<file path="src/rtl/wtu_pkg.sv">
// Shared types for the wavelet transform unit controller and level wrappers.
// Holds the sequencer state encoding, the default data width and the result bundle.
package wtu_pkg;

    localparam int WTU_DATA_W = 24;

    typedef enum logic [2:0] {
        LOAD_A,
        LOAD_B,
        COMPUTE,
        WAIT,
        CAPTURE
    } wtu_state_e;

    typedef struct packed {
        logic [WTU_DATA_W-1:0] hpo;
        logic [WTU_DATA_W-1:0] lpo;
    } wtu_res_t;

endpackage

</file>
<file path="src/rtl/wtu_out_reg.sv">
// One-entry valid/ready holding register for the {hpo,lpo} result.
// o_can_load tells the producer a load this cycle will not overwrite unread data.
module wtu_out_reg #(
    parameter int W = 48
) (
    input  logic         clk,
    input  logic         rst,
    input  logic         i_load,
    input  logic [W-1:0] i_data,
    input  logic         i_ready,
    output logic         o_valid,
    output logic [W-1:0] o_data,
    output logic         o_can_load
);

    logic         r_valid;
    logic [W-1:0] r_data;

    assign o_can_load = !r_valid || i_ready;
    assign o_valid    = r_valid;
    assign o_data     = r_data;

    always_ff @(posedge clk) begin
        if (rst) begin
            r_valid <= 1'b0;
            r_data  <= '0;
        end else if (i_load) begin
            r_valid <= 1'b1;
            r_data  <= i_data;
        end else if (i_ready) begin
            r_valid <= 1'b0;
        end
    end

endmodule

</file>
<file path="src/rtl/wtu_ctrl.sv">
// Sequencing controller for one wavelet transform unit: pairs samples, strobes, captures.
// Optional WTU_CTRL_STATS_EN adds a saturating stall_cnt of cycles stalled in CAPTURE.
module wtu_ctrl
    import wtu_pkg::*;
#(
    parameter int DATA_W   = WTU_DATA_W,
    parameter int UNIT_LAT = 1,
    parameter int CNT_W    = 16
) (
    input  logic              clk,
    input  logic              rst,
    input  logic              s_valid,
    input  logic [DATA_W-1:0] s_data,
    output logic              s_ready,
    input  logic              flush,
    output logic [DATA_W-1:0] wtu_in,
    output logic              wtu_ld_a,
    output logic              wtu_ld_b,
    output logic              wtu_ld_o,
    input  logic [DATA_W-1:0] wtu_lpo,
    input  logic [DATA_W-1:0] wtu_hpo,
    output logic              m_valid,
    output logic [2*DATA_W-1:0] m_data,
    input  logic              m_ready,
    output logic [CNT_W-1:0]  pair_cnt
`ifdef WTU_CTRL_STATS_EN
    ,
    output logic [15:0]       stall_cnt
`endif
);

    localparam int LW = $clog2(UNIT_LAT + 1);

    wtu_state_e        r_state;
    wtu_state_e        w_next;
    logic [DATA_W-1:0] r_a_hold;
    logic [LW-1:0]     r_wait;
    logic [CNT_W-1:0]  r_pair_cnt;
    logic              w_can_load;
    logic              w_capture;

    always_comb begin
        w_next    = r_state;
        s_ready   = 1'b0;
        wtu_in    = r_a_hold;
        wtu_ld_a  = 1'b0;
        wtu_ld_b  = 1'b0;
        wtu_ld_o  = 1'b0;
        w_capture = 1'b0;
        if (!rst) begin
            unique case (r_state)
                LOAD_A: begin
                    s_ready = 1'b1;
                    if (s_valid) begin
                        wtu_in   = s_data;
                        wtu_ld_a = 1'b1;
                        w_next   = LOAD_B;
                    end
                end
                LOAD_B: begin
                    s_ready = 1'b1;
                    // A real sample beats flush; flush stays pending
                    if (s_valid) begin
                        wtu_in   = s_data;
                        wtu_ld_b = 1'b1;
                        w_next   = COMPUTE;
                    end else if (flush) begin
                        wtu_ld_b = 1'b1;
                        w_next   = COMPUTE;
                    end
                end
                COMPUTE: begin
                    wtu_ld_o = 1'b1;
                    w_next   = WAIT;
                end
                WAIT: begin
                    if (r_wait == LW'(1)) begin
                        w_next = CAPTURE;
                    end
                end
                CAPTURE: begin
                    if (w_can_load) begin
                        w_capture = 1'b1;
                        w_next    = LOAD_A;
                    end
                end
                default: w_next = LOAD_A;
            endcase
        end
    end

    always_ff @(posedge clk) begin
        if (rst) begin
            r_state    <= LOAD_A;
            r_a_hold   <= '0;
            r_wait     <= '0;
            r_pair_cnt <= '0;
        end else begin
            r_state <= w_next;
            if (wtu_ld_a) begin
                r_a_hold <= s_data;
            end
            if (r_state == COMPUTE) begin
                r_wait <= LW'(UNIT_LAT);
            end else if (r_state == WAIT) begin
                r_wait <= r_wait - LW'(1);
            end
            if (w_capture) begin
                r_pair_cnt <= r_pair_cnt + CNT_W'(1);
            end
        end
    end

    assign pair_cnt = r_pair_cnt;

    wtu_out_reg #(
        .W(2 * DATA_W)
    ) u_out (
        .clk       (clk),
        .rst       (rst),
        .i_load    (w_capture),
        .i_data    ({wtu_hpo, wtu_lpo}),
        .i_ready   (m_ready),
        .o_valid   (m_valid),
        .o_data    (m_data),
        .o_can_load(w_can_load)
    );

`ifdef WTU_CTRL_STATS_EN
    logic [15:0] r_stall;

    always_ff @(posedge clk) begin
        if (rst) begin
            r_stall <= '0;
        end else if (r_state == CAPTURE && !w_can_load && r_stall != 16'hFFFF) begin
            r_stall <= r_stall + 16'd1;
        end
    end

    assign stall_cnt = r_stall;
`endif

endmodule

</file>
<file path="config.mk">
export PLATFORM = sky130hd
export DESIGN_NAME = wtu_ctrl
export DESIGN_NICKNAME = d
export VERILOG_FILES = /design/src/rtl/wtu_pkg.sv /design/src/rtl/wtu_out_reg.sv /design/src/rtl/wtu_ctrl.sv
export SDC_FILE = /design/constraint.sdc
export NUM_CORES = 1
export LEC_CHECK = 0
export ABC_AREA = 1
export CAP_MARGIN = 40
export CORE_MARGIN = 4
export CORE_UTILIZATION = 43
export DETAILED_ROUTE_END_ITERATION = 6
export PLACE_DENSITY = 0.81
export SYNTH_ARGS = -nofsm -noshare
export SYNTH_HDL_FRONTEND = slang
export SYNTH_SLANG_ARGS = --single-unit
</file>
<file path="constraint.sdc">
create_clock -name clk -period 1.65 [get_ports clk]
set_input_delay 0.33 -clock clk [delete_from_list [all_inputs] [get_ports clk]]
set_output_delay 0.33 -clock clk [all_outputs]
set_load 0.03 [all_outputs]
</file>
---- After elaboration in Yosys (flattened, before gate mapping) ----
Index checks and enable logic that the tools add are counted.
storage, ports and cells
  output and inout port bits .............. 93
  word-level logic and storage cells ...... 50
  input port bits ......................... 77
  register bits after elaboration ......... 93
cells by class
  mux-type cells .......................... 27
  reductions and logical operators ........ 7
  equality and inequality tests ........... 8
  add/sub/neg operators ................... 2
operators by type and width
  kind                                                                     count
  24-bit 2-to-1 mux                                                        3
  1-bit 2-to-1 mux                                                         18
  16-bit by 1-bit adder with 16-bit output, second input constant          1
  3-bit 2-to-1 mux                                                         5
  3-bit one-hot mux with 5 select lines                                    1
  3-bit by 2-bit == test with 1-bit output, second input constant          2
  2-bit inequality test, second input constant                             2
  4-bit AND reduction                                                      1
  2-bit nonzero test                                                       2
  3-bit by 1-bit == test with 1-bit output, second input constant          1
  3-bit == test, second input constant                                     1
  3-bit logical NOT                                                        1
  3-bit inequality test, second input constant                             1
  2-bit by 1-bit inequality test with 1-bit output, second input constant  1
  2-bit OR reduction                                                       1
  1-bit logical NOT                                                        1
  1-bit logical OR                                                         1
  1-bit subtractor, second input constant                                  1

---- Depth between registers and ports, before layout ----
  word-level depth ........................ 6
  depth in mapped cells ................... 9
  gate-level depth less buffers ........... 9

---- By module ----
Synthesis repeated with hierarchy kept, for this count alone.
second synthesis, totals
  cell total of the unflattened synthesis .. 548
  area, all modules ....................... 4107.7 µm²
by module, submodules not included
  module       area an instance (µm²)  cells each  seq. area each (µm²)  times used
  wtu_ctrl     2409.8                  335         880.8                 1
  wtu_out_reg  1697.9                  213         980.9                 1

---- Worst setup path after synthesis ----
Ideal clock, no wire load.
  path kind ............................... in2out
  start point ............................. in rst
  end point ............................... out wtu_in[14]
  buffers on the path ..................... 2
  data required time ...................... 1.320 ns
  stages .................................. 5
  setup slack ............................. -0.301 ns
  arrival ................................. 1.621 ns
  cell sequence ........................... buf_2 -> nor3_4 -> clkbuf_1 -> nand3_1 -> nand2_1
between the ends
  longest elaborated chain between the ends .. 1
RTL lines
  what                RTL line        text
  start: declaration  wtu_ctrl.sv:11  input logic rst,
  24-bit 2-to-1 mux   wtu_ctrl.sv:50  if (!rst) begin
  end: declaration    wtu_ctrl.sv:16  output logic [DATA_W-1:0] wtu_in,
Every way passes these cells.

---- Worst setup path in the final report ----
  start point ............................. reg r_state[1]
  end point ............................... out wtu_in[3]
between the ends
  longest elaborated chain between the ends .. 4
RTL lines
  what                                                                                  RTL line        text
  start: declaration                                                                    wtu_ctrl.sv:34  wtu_state_e r_state;
  start signal: assignment                                                              wtu_ctrl.sv:99  r_state <= w_next;
  3-bit by 1-bit == test with 1-bit output / 3-bit logical NOT (equally long branches)  wtu_ctrl.sv:51  unique case (r_state)
  2-bit OR reduction (no line) *                                                        --
  24-bit 2-to-1 mux *                                                                   --
  24-bit 2-to-1 mux *                                                                   wtu_ctrl.sv:50
Mark *: on every way between the ends. The rest lies on a longest branch, timed or not.

==> results.md <==
- Detailed Place HPWL: 8570 µm
- Met3 wire len: 1310 µm
- Share of post-route cells with drive strength above 1: 19.2%
- Most common cell after layout, fill and taps aside: nand2_1
- Die width: 105 µm
- Mapped Nets: 678
- Root Buffer Master: clkbuf_8
- Worst path max stage delay: 340 ps
- Num ports: 170
- Min Tclk post-route: 2010 ps
- Critical path, cell by cell: nor3_4, buf_6, nand2_4, buf_6, buf_12, nand2_2, nand2_2, buf_6
- Final Non-Filler Cells: 909
- Vias: 4,536
- Hold_ws: 483 ps
- Most frequent cells in the layout: 159 x nand2_1, 91 x dfxtp_1, 89 x nor2_1
- Critical Path Most Common Cell: buf_6
- Final Hold Viols: 0
- Insertion delay to the later sink of the worst-skew pair: 350 ps
- Max-slew headroom: 75.5%
- Cells after DPL: 875
- Initial antenna violation count: 0
- Total of max-cap violations: 0
- Actual slew at the worst max-slew pin: 369 ps
- Nets@finish: 871
- Unrepaired setup endpoints after global routing: true
- Warnings from Yosys: 0
- Kind of critical path: register to output pin
- # rows: 35
- Post-Synthesis Mean Instance Area: 6.73 µm²
- All-Layer GR Usage: 22.7%
- Pwr Density: 820 nW/µm²
- DP Area: 5960 µm²
- DRT iter0 DRCs: 136
- Largest net degree at the start of global routing: 47
- Worst EP required: 1320 ps
- Tcrit/Tclk final: 122%
- Hold Path Stages: 2
- DIE AREA: 11,000 µm²
- Routed WL: 13,000 µm
- Total CTS buffers: 9
- Skew final: 16.6 ps
- GPL Wtd Cong: 0.862
- Setup violators final: 27
- Upper clock frequency limit: 497 MHz
- Post-synth cell types: 22
- Number of hold buffers added after cts: 0
- CP max stage cell: dfxtp_2
- First-pass GRT wire length: 20,700 µm
- Worst hold path type: register to register
- R2R depth: 8
- Starting density of the core: 43.9%
- Crit Path Max Fanout: 8
- Antenna-violating nets left: 0
- Die Y: 105 µm
- Worst EP arrival: 1680 ps
- Startpoint types: register
- CP endpoint kind: output pin
- Mapped cell area: 4040 µm²
- Uppermost layer routed: met4
- Clk sink count: 93
- Leakage: 3.01 nW
- Final core occ: 71.9%
- Clk slew on worst S/H paths: 90 ps
- Post-synthesis cell count: 600
- Failing checks: negative setup slack
- Final instance area: 6620 µm²
- WL met2: 6340 µm
- TritonCTS clock tree: done
- Avg WL per Cell: 14.3 µm
- Buffers on Ports: 169
- DRC viols: 0
- Vias in the first global route: 4,464
- Clock buffer depth: 2
- Area growth from synthesis to layout: 63.8%
- Sequential area share after synthesis: 46.1%
- Core box area: 9200 µm²
- Post-Route M1 WL: 5130 µm
- Yosys reg bits: 93
- Vias per cell: 4.99
- Status: finished, violations left
- N_diodes: 0
- Fin worst setup slack: -360 ps
- H-Tree Depth: 3
- Drt pass-1 iters: 5
- Peak VDD IR: 0.444 mV
- Setup TNS: -8510 ps
- Final slew viol count: 0
- Gr ovfl total: 0
-- flip-flops by register name (all words and copies together), names as in the netlist --
name / cells
r_state: 3
r_wait: 1
u_out.o_data: 48
pair_cnt: 16
u_out.o_valid: 1
r_a_hold: 24
-- worst max-delay path, delay by kind of cell (launching register included) --
| kind | cells | cell delay, ps |
|---|---|---|
| buffers and inverters | 4 | 550 |
| flip-flops | 1 | 340 |
| AND/OR/NAND/NOR | 4 | 430 |
-- layout make-up --
cell class	count	area, µm²
fill	732	2580
tap	111	139
inverter	37	144
timing repair buffer	216	2210
multi-input combinational	436	2080
clock inverter	5	43.8
sequential	93	1870
clock buffer	11	131
-- path summary, 6_finish.rpt --
path	start	to	slack, ps
hold / removal	u_out.o_data[33]	u_out.o_data[33]	480
setup reg to reg	r_state[1]	r_a_hold[3]	50
setup / recovery	r_state[1]	wtu_in[3]	-360
hold reg to reg	u_out.o_data[33]	u_out.o_data[33]	480
-- cell usage after synthesis --
library cell	number	share of area, %
nand2_1	201	19
dfxtp_1	93	46
nor2_1	92	8.5
o21ai_0	77	9.5
nand3_1	44	5.5
inv_1	35	3.3
clkbuf_1	22	2.0
a21oi_1	9	1.1
buf_4	6	1.1
nand4_1	5	0.77
buf_6	4	1.1
nor3_1	2	0.25
buf_1	1	0.093
buf_2	1	0.12
clkinv_1	1	0.093
clkinv_2	1	0.12
ha_1	1	0.31
nand3_2	1	0.25
nand3b_1	1	0.19
nor2_4	1	0.28
nor3_4	1	0.40
o21a_1	1	0.19
-- stage by stage --
stage | worst slack (ps) | total power [W]
CTS | -358 | 0.00533
finish | -360 | 0.00543
global placement | -798 | 0.00361
detailed placement | -852 | 0.00365
global route | -457 | 0.00569
floorplan | -60.8 | 0.00315
-- per-layer routing --
metal  GRT usage (%)  vias to the layer above
met1            25.6                     2056
met2            38.8                      180
met3            9.64                       20
met5               0                        -
met4            7.22                        0
li1                -                     2280
-- power breakdown --
group	internal, W	switching, W
Sequential	0.00234	0.0000731
Combinational	0.000800	0.000840
Clock	0.000568	0.000805
Total	0.00371	0.00172
-- what timing repair did --
item / in CTS / in global routing
pin swaps: 10 / 18
setup buffers: 14 / 3
hold endpoints to repair: 0 / 0
setup endpoints to repair: 93 / 74
gates cloned: 2 / 2
gates resized for setup: 193 / 32
-- kinds of logic after synthesis --
group | after synthesis | share of synthesized area [%]
AO/OA/AOI/OAI | 87 | 10.8
AND/OR/NAND/NOR | 348 | 34.8
buffers and inverters | 71 | 7.96
adder cells (fa/ha/maj) | 1 | 0.310
flip-flops | 93 | 46.1
No activity file was read; power rests on OpenSTA's default activity.
